===== config.mk =====
export PLATFORM = sky130hd
export DESIGN_NAME = multicycle_control
export DESIGN_NICKNAME = d
export VERILOG_FILES = /design/src/rtl/multicycle_control.sv
export SDC_FILE = /design/constraint.sdc
export NUM_CORES = 1
export LEC_CHECK = 0
export CORE_ASPECT_RATIO = 0.7
export CORE_MARGIN = 2
export CORE_UTILIZATION = 38
export DETAILED_ROUTE_END_ITERATION = 8
export GPL_TIMING_DRIVEN = 0
export PLACE_DENSITY = 0.74
export REMOVE_ABC_BUFFERS = 1
export SLEW_MARGIN = 30
export SYNTH_ARGS = -nofsm -noshare
export SYNTH_HDL_FRONTEND = slang
export SYNTH_SLANG_ARGS = --single-unit
export TNS_END_PERCENT = 50

===== constraint.sdc =====
create_clock -name clk -period 1.46 [get_ports clk]
set_clock_uncertainty 0.15 [all_clocks]
set_input_delay 0.365 -clock clk [delete_from_list [all_inputs] [get_ports clk]]
set_output_delay 0.365 -clock clk [all_outputs]
set_load 0.05 [all_outputs]

===== src/rtl/multicycle_control.sv =====
// -----------------------------------------------------------------------------
// multicycle_control
//
// Purpose:
//   This is the multi-cycle sequencer for the CPU datapath. It steps each
//   instruction through FETCH, DECODE, EXEC, MEM and WB. It waits on the
//   ready handshakes from instruction memory and data memory, so either
//   memory may have variable latency. An illegal opcode parks the sequencer
//   in a sticky FAULT state. Only reset leaves FAULT.
//
// Optional feature (macro MULTICYCLE_CONTROL_TIMEOUT_EN):
//   When the macro is defined, a wait-cycle counter bounds every memory
//   handshake. If a FETCH or MEM wait lasts TIMEOUT_CYCLES cycles with no
//   ready, the sequencer moves to FAULT. When the macro is undefined, no
//   counter exists and waits are unbounded.
//
// Parameters:
//   TIMEOUT_CYCLES : maximum handshake wait cycles (timeout build only)
//   TIMEOUT_W      : width of the timeout counter
//
// Ports:
//   clk, reset        : rising-edge clock, synchronous active-high reset
//   run               : level input; enables sequencing, sampled at boundaries
//   opcode[5:0]       : opcode field from the instruction register
//   inst_ready        : instruction memory data valid
//   data_ready        : data memory read/write complete
//   inst_rd_en        : instruction fetch request
//   ir_wr_en          : load instruction register
//   pc_wr_en          : update program counter
//   jump_en           : PC source = jump address
//   branch_en         : PC source = branch address (qualified by zero flag)
//   reg_wr_en         : register file write
//   reg_dest          : 1 = rd field, 0 = rt field
//   mem_rd_en         : data memory read
//   mem_wr_en         : data memory write
//   mem_to_reg        : 1 = write-back from memory, 0 = from ALU
//   alu_opcode[1:0]   : 00 add, 01 sub, 10 R-type funct
//   alu_in_sel        : 1 = sign-extended immediate, 0 = register bus 2
//   instr_done        : one-cycle pulse on an instruction's last cycle
//   fault             : sticky illegal-opcode / timeout indication
//   state_dbg[2:0]    : current state encoding
// -----------------------------------------------------------------------------
module multicycle_control #(
  parameter int TIMEOUT_CYCLES = 16,
  parameter int TIMEOUT_W      = 5
) (
  input  logic       clk,
  input  logic       reset,
  input  logic       run,
  input  logic [5:0] opcode,
  input  logic       inst_ready,
  input  logic       data_ready,
  output logic       inst_rd_en,
  output logic       ir_wr_en,
  output logic       pc_wr_en,
  output logic       jump_en,
  output logic       branch_en,
  output logic       reg_wr_en,
  output logic       reg_dest,
  output logic       mem_rd_en,
  output logic       mem_wr_en,
  output logic       mem_to_reg,
  output logic [1:0] alu_opcode,
  output logic       alu_in_sel,
  output logic       instr_done,
  output logic       fault,
  output logic [2:0] state_dbg
);

  localparam logic [2:0] S_IDLE   = 3'd0;
  localparam logic [2:0] S_FETCH  = 3'd1;
  localparam logic [2:0] S_DECODE = 3'd2;
  localparam logic [2:0] S_EXEC   = 3'd3;
  localparam logic [2:0] S_MEM    = 3'd4;
  localparam logic [2:0] S_WB     = 3'd5;
  localparam logic [2:0] S_FAULT  = 3'd7;

  localparam logic [5:0] OP_R    = 6'b000000;
  localparam logic [5:0] OP_LW   = 6'b100011;
  localparam logic [5:0] OP_SW   = 6'b101011;
  localparam logic [5:0] OP_BEQ  = 6'b000100;
  localparam logic [5:0] OP_J    = 6'b000010;
  localparam logic [5:0] OP_ADDI = 6'b001000;

  localparam logic [1:0] ALU_ADD = 2'b00;
  localparam logic [1:0] ALU_SUB = 2'b01;
  localparam logic [1:0] ALU_FN  = 2'b10;

  // Last wait count before the sequencer declares a handshake timeout.
  localparam logic [TIMEOUT_W-1:0] TIMEOUT_LAST = TIMEOUT_W'(TIMEOUT_CYCLES - 1);

  logic [2:0] r_state;
  logic [5:0] r_opcode_q;
  logic [2:0] w_next_state;
  logic [2:0] w_boundary;
  logic       w_timeout;

  // Decode both outputs and the next state from the current state and the
  // latched opcode. DECODE uses the live opcode input because opcode_q only
  // becomes valid on the edge that leaves DECODE.
  logic       w_inst_rd_en, w_ir_wr_en, w_pc_wr_en, w_jump_en, w_branch_en;
  logic       w_reg_wr_en, w_reg_dest, w_mem_rd_en, w_mem_wr_en, w_mem_to_reg;
  logic [1:0] w_alu_opcode;
  logic       w_alu_in_sel, w_instr_done, w_fault;

  // run is sampled only here, on an instruction's last cycle.
  assign w_boundary = run ? S_FETCH : S_IDLE;

`ifdef MULTICYCLE_CONTROL_TIMEOUT_EN
  logic [TIMEOUT_W-1:0] r_wait_cnt;
  logic                 w_waiting;
  logic                 w_entering_wait;

  assign w_waiting = ((r_state == S_FETCH) && !inst_ready) ||
                     ((r_state == S_MEM)   && !data_ready);
  assign w_entering_wait = (w_next_state != r_state) &&
                           ((w_next_state == S_FETCH) || (w_next_state == S_MEM));
  assign w_timeout = w_waiting && (r_wait_cnt == TIMEOUT_LAST);

  // The wait counter clears on entry to a waiting state and counts each
  // cycle that the awaited ready stays low.
  always_ff @(posedge clk) begin
    if (reset) begin
      r_wait_cnt <= {TIMEOUT_W{1'b0}};
    end else if (w_entering_wait) begin
      r_wait_cnt <= {TIMEOUT_W{1'b0}};
    end else if (w_waiting) begin
      r_wait_cnt <= r_wait_cnt + {{(TIMEOUT_W-1){1'b0}}, 1'b1};
    end else begin
      r_wait_cnt <= r_wait_cnt;
    end
  end
`else
  logic w_unused_cfg;

  assign w_timeout    = 1'b0;
  assign w_unused_cfg = ^TIMEOUT_LAST;
`endif

  // Next-state and control-output decode.
  always_comb begin
    w_next_state = r_state;
    w_inst_rd_en = 1'b0;
    w_ir_wr_en   = 1'b0;
    w_pc_wr_en   = 1'b0;
    w_jump_en    = 1'b0;
    w_branch_en  = 1'b0;
    w_reg_wr_en  = 1'b0;
    w_reg_dest   = 1'b0;
    w_mem_rd_en  = 1'b0;
    w_mem_wr_en  = 1'b0;
    w_mem_to_reg = 1'b0;
    w_alu_opcode = ALU_ADD;
    w_alu_in_sel = 1'b0;
    w_instr_done = 1'b0;
    w_fault      = 1'b0;

    case (r_state)
      S_IDLE: begin
        if (run) begin
          w_next_state = S_FETCH;
        end else begin
          w_next_state = S_IDLE;
        end
      end

      S_FETCH: begin
        w_inst_rd_en = 1'b1;
        if (inst_ready) begin
          w_ir_wr_en   = 1'b1;
          w_pc_wr_en   = 1'b1;
          w_next_state = S_DECODE;
        end else if (w_timeout) begin
          w_next_state = S_FAULT;
        end else begin
          w_next_state = S_FETCH;
        end
      end

      S_DECODE: begin
        case (opcode)
          OP_J: begin
            w_jump_en    = 1'b1;
            w_pc_wr_en   = 1'b1;
            w_instr_done = 1'b1;
            w_next_state = w_boundary;
          end
          OP_R, OP_LW, OP_SW, OP_BEQ, OP_ADDI: begin
            w_next_state = S_EXEC;
          end
          default: begin
            w_next_state = S_FAULT;
          end
        endcase
      end

      S_EXEC: begin
        case (r_opcode_q)
          OP_R: begin
            w_alu_opcode = ALU_FN;
            w_next_state = S_WB;
          end
          OP_ADDI: begin
            w_alu_in_sel = 1'b1;
            w_next_state = S_WB;
          end
          OP_LW, OP_SW: begin
            w_alu_in_sel = 1'b1;
            w_next_state = S_MEM;
          end
          OP_BEQ: begin
            w_alu_opcode = ALU_SUB;
            w_branch_en  = 1'b1;
            w_pc_wr_en   = 1'b1;
            w_instr_done = 1'b1;
            w_next_state = w_boundary;
          end
          default: begin
            w_next_state = S_FAULT;
          end
        endcase
      end

      S_MEM: begin
        // The address computation stays selected for the whole access.
        w_alu_in_sel = 1'b1;
        case (r_opcode_q)
          OP_LW: begin
            w_mem_rd_en = 1'b1;
            if (data_ready) begin
              w_next_state = S_WB;
            end else if (w_timeout) begin
              w_next_state = S_FAULT;
            end else begin
              w_next_state = S_MEM;
            end
          end
          OP_SW: begin
            w_mem_wr_en = 1'b1;
            if (data_ready) begin
              w_instr_done = 1'b1;
              w_next_state = w_boundary;
            end else if (w_timeout) begin
              w_next_state = S_FAULT;
            end else begin
              w_next_state = S_MEM;
            end
          end
          default: begin
            w_next_state = S_FAULT;
          end
        endcase
      end

      S_WB: begin
        w_reg_wr_en  = 1'b1;
        w_instr_done = 1'b1;
        w_next_state = w_boundary;
        case (r_opcode_q)
          OP_R: begin
            w_reg_dest   = 1'b1;
            w_alu_opcode = ALU_FN;
          end
          OP_LW: begin
            w_mem_to_reg = 1'b1;
            w_alu_in_sel = 1'b1;
          end
          OP_ADDI: begin
            w_alu_in_sel = 1'b1;
          end
          default: begin
            w_reg_wr_en  = 1'b0;
            w_instr_done = 1'b0;
            w_next_state = S_FAULT;
          end
        endcase
      end

      S_FAULT: begin
        w_fault      = 1'b1;
        w_next_state = S_FAULT;
      end

      // Unused encoding (6): treat as a fault so it cannot silently run.
      default: begin
        w_next_state = S_FAULT;
      end
    endcase
  end

  // State register and opcode latch; reset overrides every event.
  always_ff @(posedge clk) begin
    if (reset) begin
      r_state    <= S_IDLE;
      r_opcode_q <= 6'b000000;
    end else begin
      r_state <= w_next_state;
      if (r_state == S_DECODE) begin
        r_opcode_q <= opcode;
      end else begin
        r_opcode_q <= r_opcode_q;
      end
    end
  end

  assign inst_rd_en = w_inst_rd_en;
  assign ir_wr_en   = w_ir_wr_en;
  assign pc_wr_en   = w_pc_wr_en;
  assign jump_en    = w_jump_en;
  assign branch_en  = w_branch_en;
  assign reg_wr_en  = w_reg_wr_en;
  assign reg_dest   = w_reg_dest;
  assign mem_rd_en  = w_mem_rd_en;
  assign mem_wr_en  = w_mem_wr_en;
  assign mem_to_reg = w_mem_to_reg;
  assign alu_opcode = w_alu_opcode;
  assign alu_in_sel = w_alu_in_sel;
  assign instr_done = w_instr_done;
  assign fault      = w_fault;
  assign state_dbg  = r_state;

endmodule


==> results.cfg, run 1 <==
[clock_tree]
clk_pin_slew_ns = 0.06
cts_sinks = 9
cts_buffer_depth = 2
root_buffer = clkbuf_4
worstSkewPairLatency_ns = 0.26
postCtsHoldBufs = 0
cts_max_level = 1
cts_tree = yes
cts_buffers = 3

[cells_and_area]
mostFrequentLayoutCells = buf_6, buf_4, nand2_1
final_common_cell = buf_6
n_antenna_cell = 0
finalNetCount = 160
drive_gt1_share_pct = 50.0
fillers = 145
syn_to_final_growth_pct = 82.6

[global_route]
antenna_found_initial = 0
grt_first_pass_wirelength_mm = 3.44
grt_pass1_vias = 735
grtUsageTotal_pct = 19.9
grt_max_degree = 13
grt-ovfl-total = 0

[yosys]
avgSynthCellArea_um2 = 7.17
ys_seq_area_share_pct = 24.2
yosys_warnings = 0
synth_cells = 104
ys_types = 38
syn_area_um2 = 746
synth_seq_cells = 9

[route]
via_per_inst = 5.74
drtPass1Iterations = 4
drc_errors = 0
drt-total-wl_mm = 2.63
ant_nets = 0
detailroute.via_count = 975
drt_iter0_markers = 18
routedWlPerCell_um = 15.4

[power]
p_clk_share_pct = 7.2
intPower_mw = 1.30
total_leakage_power_nw = 0.574
p_per_area_mw_per_mm2 = 1920
ir_worst_vdd_mv = 1.31
finalPower_mw = 2.62
seq_power_share_pct = 20.6
p_sw_share_pct = 50.4
pwr-share-comb_pct = 72.1
power_switching_mw = 1.32

[floorplan]
placementRows = 13
dieArea_mm2 = 0.00234
io_pins = 29
die_x_um = 56.9
start_util_pct = 40.2
core_mm2 = 0.00185
die_h_um = 41.1

[sta]
setup_viol = 18
post-route-period-util_pct = 154
final_hold_viol_count = 0
fin_setup_tns_ns = -8.57
rsz0062_at_grt = yes
fin_ws_ns = -0.783
slew_viol_final = 0
slew_headroom_pct = 72.8
period_minus_slack_ns = 2.24
fmax_mhz = 446
max_slew.worst_pin.slew_ns = 0.397

[setup_path]
crit_type = flip-flop to output pin
critPathMaxFanout = 4
end_kind = output pin
cp-start-kind = flip-flop
r2r_cells = 8
critPathRequiredTime_ns = 0.94
critical_path_arrival_ns = 1.73

[run]
drv_cap = 0

[run_status]
violations = setup timing
status = finished with violations

[placed_design]
place_ws_ns = -1.45
place.gp.congestion = 0.812
hpwlAfterDp_mm = 1.54
port_buffers = 28

[worst_hold_path]
worstHoldPathCells = 3
hp-class = input port to flip-flop
==> timing repair <==
action / 4_1_cts / 5_1_grt
pin swaps: 15 / 14
gates resized for setup: 155 / 49
endpoints found under the hold margin: 0 / 0
setup endpoints to repair: 27 / 22
buffers inserted: 11 / 9
cloned: 0 / 0
==> flip-flops by register name, summed over array words and instances (netlist names) <==
| register | flops |
|---|---|
| r_opcode_q | 6 |
| state_dbg | 3 |
==> area by class of cell <==
type	instances	area, µm²	share of cell area [%]
clock buffers	4	26.3	1.93
repair buffers	47	455	33.5
multi-input cells	86	641	47.1
inverters	2	7.51	0.551
well taps	22	27.5	2.02
flip-flops and latches	9	204	15.0
==> worst max-delay path, cell delays in order (launching register included) <==
cell      delay [ns]
dfxtp_4         0.36
nor4_4          0.31
nand3b_1        0.18
mux2i_1         0.18
nand2_1         0.11
o211ai_1        0.10
buf_4           0.23
==> power by group through the flow <==
stage | clock network (mW) | registers (mW) | logic (mW)
2_1_floorplan | 0 | 0.597 | 0.731
3_3_place_gp | 0 | 0.515 | 1.16
3_5_place_dp | 0 | 0.519 | 1.18
4_1_cts | 0.193 | 0.508 | 1.52
5_1_grt | 0.211 | 0.553 | 1.99
6_report | 0.190 | 0.540 | 1.89
==> layer usage <==
layer | GRT usage [%] | wire [µm] | part of all wire, %
met3 | 4.10 | 120 | 4.6
met5 | 0 | 0 | 0
met1 | 25.9 | 1180 | 45
met2 | 32.8 | 1310 | 50
met4 | 8.72 | 14 | 0.53
==> cells by family after synthesis <==
group / after synthesis / share of synthesized area [%]
AND/OR/NAND/NOR: 49 / 37.8
AO/OA/AOI/OAI: 36 / 29.4
flip-flops: 9 / 24.2
buffers and inverters: 9 / 7.38
multiplexers: 1 / 1.34
==> per-stage QoR <==
step / hold slack, ns / cell area [µm²] / cells / util [%]
2_1_floorplan: 0.284 / 698 / 97 / -
3_3_place_gp: 0.377 / 1010 / 147 / 54.3
3_5_place_dp: 0.379 / 1010 / 147 / 54.3
4_1_cts: 0.361 / 1200 / 162 / 64.6
5_1_grt: 0.210 / 1360 / 170 / 73.4
6_report: 0.197 / 1360 / 170 / 73.4
==> synth_stat cells <==
cell       instances  area, µm²
nand2_1           15       56.3
a21oi_1           12       60.1
o21ai_0           12       60.1
dfxtp_1            9        180
nand2b_1           7       43.8
nor2_1             5       18.8
nor3_1             5       25.0
a31oi_1            3       18.8
and3_1             2       12.5
buf_2              2       10.0
buf_6              2       22.5
inv_1              2       7.51
nand3_1            2       10.0
nor2b_1            2       12.5
a2111oi_0          1       8.76
a211oi_1           1       7.51
a211oi_2           1       12.5
a21o_1             1       7.51
a221o_1            1       10.0
a31o_1             1       8.76
a41oi_1            1       8.76
and2_1             1       6.26
and2b_1            1       7.51
and4b_1            1       10.0
buf_1              1       3.75
buf_4              1       7.51
clkbuf_1           1       3.75
mux2i_1            1       10.0
nand3b_1           1       7.51
nand4_1            1       6.26
nor2_4             1       11.3
nor3b_1            1       7.51
nor3b_2            1       12.5
nor4_1             1       6.26
nor4_4             1       21.3
o211ai_1           1       7.51
o22a_1             1       8.76
or3_1              1       6.26
==> final timing paths <==
| check | slack [ns] | end | start |
|---|---|---|---|
| worst max-delay path | -0.78 | instr_done | r_opcode_q[0] |
| worst min-delay path | 0.20 | r_opcode_q[0] | opcode[0] |
| worst max register to register | -0.44 | state_dbg[0] | r_opcode_q[0] |
| worst min register to register | 0.37 | r_opcode_q[5] | r_opcode_q[5] |
Note: power is estimated with default switching activity, not from simulation.
==> inputs of run 2 (changes only) <==
--- a/config.mk
+++ b/config.mk
@@ -11,6 +11,7 @@
 export DETAILED_ROUTE_END_ITERATION = 8
 export GPL_TIMING_DRIVEN = 0
 export PLACE_DENSITY = 0.74
+export RECOVER_POWER = 25
 export REMOVE_ABC_BUFFERS = 1
 export SLEW_MARGIN = 30
 export SYNTH_ARGS = -nofsm -noshare
==> run 2 against run 1 <==
The flow still finishes with violations (setup timing). Combinational power about the same. First-iteration DRC count up 22%. Clock power about the same. Setup slack worse by 0.0074 ns. Non-clock buffer count unchanged. Flip-flop and latch count unchanged. Sequential share of layout area up 0.055 points. Via count up 1.1%. Total power down 0.54%. Count of clock-buffer cells in the layout unchanged. Final cell count unchanged. Hold slack better by 0.0012 ns. Highest routed layer unchanged.
==> results.cfg, run 2 (same netlist as run 1, synthesis figures left out) <==
[cells_and_area]
design_area_mm2 = 0.00136
drive_gt1_share_pct = 50.0
final_common_cell = buf_6
final_cell_count_no_fill = 170
syn_to_final_growth_pct = 81.9
largest_reg_flops = 6
finalNetCount = 160
n_antenna_cell = 0
mostFrequentLayoutCells = buf_6, buf_4, nand2_1
regMostFlops = r_opcode_q

[placed_design]
placed_area_mm2 = 0.00101
hpwlAfterDp_mm = 1.54
port_buffers = 28
placedCellCount = 147
place.gp.congestion = 0.812

[power]
intPower_mw = 1.29
seq_power_share_pct = 20.7
p_clk_share_pct = 7.3
finalPower_mw = 2.61
total_leakage_power_nw = 0.572
p_sw_share_pct = 50.6
pwr-share-comb_pct = 72.0
ir_worst_vdd_mv = 1.31
p_per_area_mw_per_mm2 = 1920
power_switching_mw = 1.32

[floorplan]
core_mm2 = 0.00185
io_pins = 29
die_x_um = 56.9
placementRows = 13
dieArea_mm2 = 0.00234
start_util_pct = 40.2
die_h_um = 41.1

[run_status]
status = finished with violations
violations = setup timing

[sta]
slew_viol_final = 0
period_minus_slack_ns = 2.25
slew_headroom_pct = 72.9
post-route-period-util_pct = 154
setup_viol = 18
rsz0062_at_grt = yes
fmax_mhz = 444
fin_ws_ns = -0.791
max_slew.worst_pin.slew_ns = 0.397
final_hold_viol_count = 0
fin_setup_tns_ns = -8.56

[route]
drt-total-wl_mm = 2.64
via_per_inst = 5.80
drt_iter0_markers = 22
drc_errors = 0
drtPass1Iterations = 4
ant_nets = 0
routedWlPerCell_um = 15.5
detailroute.via_count = 986

[setup_path]
endpoint = instr_done
end_kind = output pin
crit_path_start = r_opcode_q[0]
rr_startpoint = r_opcode_q[0]
r2r_cells = 8
critPathRequiredTime_ns = 0.94
crit_type = flip-flop to output pin
critPathMaxFanout = 4
reg2reg_setup_slack_ns = -0.44
cp-start-kind = flip-flop
r2r-end = state_dbg[0]
critical_path_arrival_ns = 1.74

[global_route]
grt_pass1_vias = 735
grtUsageTotal_pct = 19.9
grt_max_degree = 13
antenna_found_initial = 0
grt_first_pass_wirelength_mm = 3.44
grt-ovfl-total = 0

[clock_tree]
cts_buffers = 3
root_buffer = clkbuf_4
cts_tree = yes
clk_pin_slew_ns = 0.06
cts_sinks = 9
cts_buffer_depth = 2
worstSkewPairLatency_ns = 0.26
cts_max_level = 1

[worst_hold_path]
hp-class = input port to flip-flop

[run]
drv_cap = 0
## run 2: power groups by stage
| stage | logic [mW] | clock network (mW) | registers [mW] |
|---|---|---|---|
| after floorplan | 0.731 | 0 | 0.597 |
| after global placement | 1.16 | 0 | 0.515 |
| after detailed placement | 1.18 | 0 | 0.519 |
| after CTS | 1.52 | 0.193 | 0.508 |
| after global routing | 1.97 | 0.211 | 0.552 |
| final | 1.88 | 0.190 | 0.539 |
## run 2: layout make-up
class | instances | area, µm²
inverter | 2 | 7.51
sequential | 9 | 204
timing repair buffer | 47 | 450
fill | 147 | 498
clock buffer | 4 | 26.3
tap | 22 | 27.5
multi-input combinational | 86 | 641
## run 2: how the worst min path moves through the flow
stage	startpoint	to	slack [ns]	depth (start not counted)
5_1_grt	opcode[0]	r_opcode_q[0]	0.21	3
3_5_place_dp	r_opcode_q[5]	r_opcode_q[5]	0.38	2
6_report	opcode[0]	r_opcode_q[0]	0.20	3
4_1_cts	r_opcode_q[5]	r_opcode_q[5]	0.36	2
2_1_floorplan	reset	r_opcode_q[0]	0.28	1
3_3_place_gp	r_opcode_q[5]	r_opcode_q[5]	0.38	2
## run 2: worst max-delay path, cell delays in order (launching register included)
cell	delay, ns
dfxtp_4	0.36
nor4_4	0.31
nand3b_1	0.18
mux2i_1	0.19
nand2_1	0.11
o211ai_1	0.10
buf_4	0.23
## run 2: layer usage
metal  up-vias  global-route usage [%]  wire, µm
li1        473                       -         -
met1       468                    25.9      1160
met2        41                    32.8      1320
met3         4                    4.10       149
met4         0                    8.72        14
met5         -                       0         0
## run 2: stage by stage
step / utilization [%] / hold slack (ns) / worst slack, ns
CTS: 64.6 / 0.361 / -0.745
finish: 73.1 / 0.199 / -0.791
global placement: 54.3 / 0.377 / -1.43
global route: 73.1 / 0.210 / -0.924
floorplan: - / 0.284 / -1.97
detailed placement: 54.3 / 0.379 / -1.45
## run 2: repair_timing
item / 4_1_cts / 5_1_grt
setup endpoints to repair: 27 / 22
hold endpoints to repair: 0 / 0
pin swaps: 15 / 14
buffers inserted: 11 / 9
hold buffers: 0 / 0
resized for setup: 155 / 49
